--- src/rtl/axi_rd_arbiter_pkg.sv ---
// Shared cache/AXI read-side definitions: request-type encodings, master IDs
// and the read arbiter state encoding.
package axi_rd_arbiter_pkg;

    localparam logic [2:0] RD_BYTE = 3'b000;
    localparam logic [2:0] RD_HALF = 3'b001;
    localparam logic [2:0] RD_WORD = 3'b010;
    localparam logic [2:0] RD_LINE = 3'b100;

    localparam int ICACHE_ID = 0;
    localparam int DCACHE_ID = 1;

    typedef logic [0:0] arb_state_t;
    localparam arb_state_t ST_IDLE = 1'b0;
    localparam arb_state_t ST_WAIT = 1'b1;

    // Single-beat request types always come back with ret_last on the first beat.
    function automatic logic is_single_beat(input logic [2:0] rd_type);
        return rd_type != RD_LINE;
    endfunction

endpackage

--- src/rtl/axi_rd_arbiter_rr_picker.sv ---
// Combinational circular-priority picker: scans req_i starting one past
// last_i and returns the first requester as a onehot grant and an index.
module rr_picker #(
    parameter int N  = 2,
    parameter int IW = (N > 1) ? $clog2(N) : 1
) (
    input  logic [N-1:0]  req_i,
    input  logic [IW-1:0] last_i,
    output logic [N-1:0]  gnt_o,
    output logic [IW-1:0] idx_o,
    output logic          any_o
);

    int cand;

    always_comb begin
        // NOTE: every output gets a default before the scan so no path leaves it unassigned (no latch).
        gnt_o = '0;
        idx_o = '0;
        any_o = 1'b0;
        cand  = 0;
        for (int off = 1; off <= N; off++) begin
            cand = (int'(last_i) + off) % N;
            if (!any_o && req_i[IW'(cand)]) begin
                any_o             = 1'b1;
                gnt_o[IW'(cand)]  = 1'b1;
                idx_o             = IW'(cand);
            end
        end
    end

endmodule

--- src/rtl/axi_rd_arbiter.sv ---
// Round-robin arbiter sharing the bridge read channel between cache masters;
// one outstanding read, return beats routed only to the owning master.
module axi_rd_arbiter
    import axi_rd_arbiter_pkg::*;
#(
    parameter int NUM_MASTERS = 2,
    parameter int ADDR_WIDTH  = 32,
    parameter int DATA_WIDTH  = 128
) (
    input  logic                              clk,
    input  logic                              rst,
    input  logic [NUM_MASTERS-1:0]            m_rd_req,
    input  logic [NUM_MASTERS*3-1:0]          m_rd_type,
    input  logic [NUM_MASTERS*ADDR_WIDTH-1:0] m_rd_addr,
    output logic [NUM_MASTERS-1:0]            m_rd_rdy,
    output logic [NUM_MASTERS-1:0]            m_ret_valid,
    output logic [NUM_MASTERS-1:0]            m_ret_last,
    output logic [DATA_WIDTH-1:0]             m_ret_data,
    output logic                              rd_req,
    output logic [2:0]                        rd_type,
    output logic [ADDR_WIDTH-1:0]             rd_addr,
    input  logic                              rd_rdy,
    input  logic                              ret_valid,
    input  logic                              ret_last,
    input  logic [DATA_WIDTH-1:0]             ret_data
);

    localparam int IDX_W = (NUM_MASTERS > 1) ? $clog2(NUM_MASTERS) : 1;

    arb_state_t       state_q, state_d;
    logic [IDX_W-1:0] owner_q, owner_d;
    logic [IDX_W-1:0] last_grant_q, last_grant_d;

    logic [NUM_MASTERS-1:0] win_gnt;
    logic [IDX_W-1:0]       win_idx;
    logic                   win_any;
    logic                   in_idle;
    logic                   in_wait;

    assign in_idle = (state_q == ST_IDLE);
    assign in_wait = (state_q == ST_WAIT);

    rr_picker #(
        .N  (NUM_MASTERS),
        .IW (IDX_W)
    ) u_picker (
        .req_i  (m_rd_req),
        .last_i (last_grant_q),
        .gnt_o  (win_gnt),
        .idx_o  (win_idx),
        .any_o  (win_any)
    );

    // Request forwarding: zero-latency pass-through of the winner in IDLE.
    always_comb begin
        rd_req   = 1'b0;
        rd_type  = '0;
        rd_addr  = '0;
        m_rd_rdy = '0;
        if (in_idle && win_any) begin
            rd_req   = 1'b1;
            m_rd_rdy = win_gnt & {NUM_MASTERS{rd_rdy}};
            for (int i = 0; i < NUM_MASTERS; i++) begin
                if (win_gnt[i]) begin
                    rd_type = m_rd_type[i*3 +: 3];
                    rd_addr = m_rd_addr[i*ADDR_WIDTH +: ADDR_WIDTH];
                end
            end
        end
    end

    always_comb begin
        m_ret_valid = '0;
        m_ret_last  = '0;
        for (int i = 0; i < NUM_MASTERS; i++) begin
            if (in_wait && (owner_q == IDX_W'(i))) begin
                m_ret_valid[i] = ret_valid;
                m_ret_last[i]  = ret_last;
            end
        end
    end

    assign m_ret_data = ret_data;

    always_comb begin
        state_d      = state_q;
        owner_d      = owner_q;
        last_grant_d = last_grant_q;
        case (state_q)
            ST_IDLE: begin
                if (rd_req && rd_rdy) begin
                    owner_d      = win_idx;
                    last_grant_d = win_idx;
                    state_d      = ST_WAIT;
                end
            end
            ST_WAIT: begin
                if (ret_valid && ret_last) begin
                    state_d = ST_IDLE;
                end
            end
            default: state_d = ST_IDLE;
        endcase
    end

    // last_grant resets to the highest index so master 0 wins the first tie.
    always_ff @(posedge clk) begin
        // NOTE: state registers use non-blocking assignments so every flop samples pre-edge values.
        if (rst) begin
            state_q      <= ST_IDLE;
            owner_q      <= '0;
            last_grant_q <= IDX_W'(NUM_MASTERS - 1);
        end else begin
            state_q      <= state_d;
            owner_q      <= owner_d;
            last_grant_q <= last_grant_d;
        end
    end

    a_rdy_onehot0: assert property (@(posedge clk) disable iff (rst) $onehot0(m_rd_rdy));
    a_no_req_in_wait: assert property (@(posedge clk) disable iff (rst) in_wait |-> !rd_req);
    a_no_ret_in_idle: assert property (@(posedge clk) disable iff (rst) in_idle |-> (m_ret_valid == '0));

endmodule

--- config.mk ---
export PLATFORM = sky130hd
export DESIGN_NAME = axi_rd_arbiter
export DESIGN_NICKNAME = d
export VERILOG_FILES = /design/src/rtl/axi_rd_arbiter_pkg.sv /design/src/rtl/axi_rd_arbiter_rr_picker.sv /design/src/rtl/axi_rd_arbiter.sv
export SDC_FILE = /design/constraint.sdc
export NUM_CORES = 1
export LEC_CHECK = 0
export CAP_MARGIN = 10
export CORE_AREA = 8 8 138 140
export DETAILED_ROUTE_END_ITERATION = 8
export DIE_AREA = 0 0 146 148
export PLACE_DENSITY = 0.6
export SLEW_MARGIN = 20
export SYNTH_ARGS = -nofsm -noshare
export SYNTH_HDL_FRONTEND = slang
export SYNTH_SLANG_ARGS = --single-unit
--- constraint.sdc ---
create_clock -name clk -period 1.5 [get_ports clk]
set_clock_uncertainty 0.1 [all_clocks]
set_input_delay 0.375 -clock clk [delete_from_list [all_inputs] [get_ports clk]]
set_output_delay 0.375 -clock clk [all_outputs]
set_load 0.05 [all_outputs]
======== Word-level counts from Yosys, hierarchy flattened ========
Index checks and enable logic that the tools add are counted.
word-level totals
  input port bits ......................... 205
  bits in registers ....................... 3
  output and inout port bits .............. 170
  logic and storage cells ................. 52
cells by class
  bitwise logic cells ..................... 4
  add/sub/neg operators ................... 2
  magnitude comparators ................... 4
  mux-type cells .......................... 29
  reduce and logical (&&, ||, !) cells .... 10
operators with widths
  operator                                            number
  two-way mux 32 bit                                  3
  two-way mux 1 bit                                   17
  two-way mux 3 bit                                   3
  logical AND 1 bit                                   8
  < comparator 1 x 3 -> 1 bit, second input constant  2
  two-way mux 2 bit                                   3
  adder 1 bit, second input constant                  2
  bitwise AND 2 bit                                   1
  demux 1 bit (select 1 bit)                          2
  >= comparator 1 bit, second input constant          2
  inverter 1 bit                                      2
  bitwise OR 2 bit                                    1
  one-hot mux 1 bit (2 select lines)                  1
  AND reduction 2 bit                                 1
  logical NOT 1 bit                                   1

======== Depth between registers and ports, before layout ========
  depth after elaboration ................. 13
  gate-level depth with buffers ........... 4
  gate-level depth less buffers ........... 2

======== Modules after synthesis ========
A second synthesis with hierarchy kept.
unflattened totals
  cell total of the unflattened synthesis .. 274
  area, all modules ....................... 1993.2 um^2
by module, submodules not included
  module          cells each  instances  area an instance (um^2)
  axi_rd_arbiter  269         1          1958.1
  rr_picker       5           1          35.0

======== Worst setup path after synthesis ========
No wires, ideal clock.
  path type ............................... register to output
  from .................................... reg state_q, in the netlist in_wait
  to ...................................... out rd_addr[10]
  required time ........................... 1.025 ns
  path buffers ............................ 2
  arrival ................................. 1.209 ns
  stages on the path, launching flop included .. 5
  slack ................................... -0.184 ns
  cell sequence ........................... dfxtp_1 > and3b_1 > buf_6 > buf_6 > and2_1
between the ends
  cells in the longest elaborated chain, start to end .. 3
ends and longest elaborated chain
  element                   line                   source
  start: declaration        axi_rd_arbiter.sv:30   arb_state_t state_q, state_d;
  start signal: assignment  axi_rd_arbiter.sv:114  state_q <= state_d;
  inverter 1 bit            -
  logical AND 1 bit         axi_rd_arbiter.sv:60   if (in_idle && win_any) begin
  two-way mux 32 bit        axi_rd_arbiter.sv:60
  end: declaration          axi_rd_arbiter.sv:21   output logic [ADDR_WIDTH-1:0] rd_addr,
Every way passes these cells.

======== Worst setup path in the final report ========
  from .................................... reg state_q, in the netlist in_wait
  to ...................................... out rd_addr[26]
The elaborated chain is that of the path after synthesis.

==> qor.yml <==
worst_setup_path:
  r2r-start: "in_wait"
  cp.buffers_inverters: 4
  critical_path.slowest_cell: "dfxtp_2"
  cp_slowest_stage_delay_ns: 0.32
  required_ns: 1.02
  critPathCaptureType: "output pin"
  crit_top_cell: "buf_12"
  crit_type: "flip-flop to output pin"
  start_kind: "flip-flop"
  worst-path-max-fanout: 5
  crit_chain: "and3b_2, buf_6, buf_12, buf_16, and2_4, buf_12"
  cp_top_family: "buffers and inverters"
  r2r_setup_slack_ns: 0.25
  r2r.worst_path.cells: 3
  cp.arrival_ns: 1.45
  r2r-end: "last_grant_q"
pwr:
  peakVddDrop_v: 0.0002387
  p_comb_frac: 0.666
  fin_total_pwr_w: 0.001548
  p_sw_w: 0.0005300
  switching_share: 0.3423
  pwr_density_cell_mw_per_mm2: 643.8
  pwr-share-clk: 0.276
  leakagePower_nw: 0.9411
  sequentialPowerShare: 0.058
  internal_power_w: 0.001018
final_layout:
  utilization: 0.1420
  antenna_cells: 0
  layout_common_cells: "buf_12 (43), clkdlybuf4s50_1 (37), and2_4 (30)"
  final_common_cell: "buf_12"
  drive_gt1_frac: 0.6894
  nets: 367
  areaGrowthSynthToFinish_pct: 64.84
  fin_area_sq_mm: 0.002405
  final_cells: 386
min_path:
  hold_start: "owner_q"
  hp-class: "flip-flop to flip-flop"
  worstHoldEndpoint: "owner_q"
  hold_depth: 2
sta:
  setup_violations: 38
  hold_ws_ns: 0.4389
  rsz0062_at_grt: "true"
  hold_viol: 0
  timing.fmax_mhz: 518.4
  period_share: 1.286
  period_needed_ns: 1.929
  setup_slack_ns: -0.4289
  final_max_slew_viol_count: 0
clock_tree:
  cts-root-buf: "clkbuf_16"
  htree_levels: 1
  clk_path_buf_depth: 2
  cts_made_buffers: 3
  cts_sinks: 3
  cts_tree: "built"
  insertion_delay_ns: 0.23
  clk_pin_slew_ns: 0.03
synth:
  synth_nets: 394
  ys_seq_area_frac: 0.04117
  synth_top_cell_area_share: 0.6638
  syn_avg_cell_area_sq_um: 7.719
  yosysWarnings: 0
  synth_area_leaders: "buf_4 (66%), and2_4 (12%), and2_1 (6.9%)"
  synth_largest_area_cell: "buf_4"
  synth_cell_types: 17
  syn_inst: 189
  syn_area_sq_mm: 0.001459
  yosys_register_bits: 3
drt:
  first_pass_iters: 2
  wire_per_inst_microns: 16.70
  wl_mm: 6.447
  drcViolationCount: 0
  viasPerCell: 2.689
  vias: 1038
  first_iter_violations: 25
  ant_nets: 0
die:
  start_util: 0.08614
  ios: 375
  rows: 48
  die-area_sq_mm: 0.02161
  coreArea_sq_mm: 0.01694
  die_height_microns: 148
  die_x_microns: 146
grt:
  grt_max_degree: 9
  grt_pass1_vias: 1223
  grt_use_total: 0.05834
  grt-ovfl-total: 0
  antenna_found_initial: 0
  grt_pass1_wl_mm: 8.894
placement:
  io_buffers: 81
  gp_congestion: 0.7627
  dpl_cell_area_sq_mm: 0.002059
  dpl.hpwl_mm: 4.925
  dp_cells: 370
outcome:
  status: "finished, violations left"
  violations: "negative setup slack"
flow_run:
  max_cap_viol_count: 0
## area by class of cell
class	count	area, sq um
clock buffers	4	78.83
fillers	1883	14530
multi-input cells	53	441.7
flip-flops and latches	3	62.56
well taps	225	281.5
repair buffers	101	1540
## cell usage after synthesis
master / number
buf_6: 4
and3b_1: 2
buf_4: 129
mux2_2: 1
or2_2: 1
dfxtp_1: 3
and2_4: 20
conb_1: 1
a21oi_1: 1
nor2_1: 2
a311oi_1: 1
and2b_1: 1
nand2b_1: 2
and2_1: 16
nand2_1: 2
and3_1: 2
mux2i_1: 1
## layer usage
metal | routed length (microns) | vias to the layer above | GRT usage
met5 | 34 | - | 0.01425
met4 | 336 | 2 | 0.04946
met3 | 1582 | 40 | 0.06817
met2 | 2782 | 196 | 0.08279
met1 | 1710 | 413 | 0.04004
li1 | - | 387 | -
## cells by family (layout without fill, tap and decap cells)
kind of cell,after synthesis,after routing,share of synthesized area
compound gates,2,2,0.009432
buf+inv,133,105,0.6947
flops,3,3,0.04117
mux,2,2,0.01458
other cells,1,1,0.002570
simple gates,48,48,0.2376
## state kept, by name, summed over array words and instances (netlist names)
name / flops
last_grant_q: 1
in_wait: 1
owner_q: 1
## per-stage QoR
step	setup slack, ns	setup TNS (ns)
after CTS	-0.4482	-15.87
after global placement	-0.5479	-20.48
after global routing	-0.4905	-16.18
after floorplan	0.01592	0
after detailed placement	-0.5797	-21.61
final	-0.4289	-14.30
## worst register-to-register path: stages, from the launching register on
cell and delay [ns]:
dfxtp_2 0.31, buf_4 0.15, and3b_1 0.24, mux2_2 0.33
## repair_timing
| action | in CTS | in global routing |
|---|---|---|
| setup buffers | 7 | 0 |
| resized for setup | 20 | 3 |
| gates cloned | 7 | 0 |
| pin swaps | 28 | 1 |
| endpoints found under the setup margin | 41 | 41 |
| hold buffers | 0 | 0 |
## power by group through the flow
stage               registers [W]  clock network [W]  logic [W]
floorplan               0.0000912                  0    0.00133
global placement        0.0000907                  0   0.000863
detailed placement      0.0000905                  0   0.000872
CTS                     0.0000895           0.000434    0.00104
global route            0.0000901           0.000441    0.00107
finish                  0.0000898           0.000428    0.00103
## how the worst max path moves through the flow
stage                           start     endpoint  cells past startpoint
final                         in_wait  rd_addr[26]                      6
after global routing          in_wait   rd_addr[4]                      6
after CTS                     in_wait  rd_addr[30]                      6
after detailed placement  m_rd_req[0]  rd_addr[31]                      5
after global placement    m_rd_req[0]   rd_type[0]                      5
after floorplan               in_wait  rd_addr[10]                      4
(Power assumes the default switching activity.)
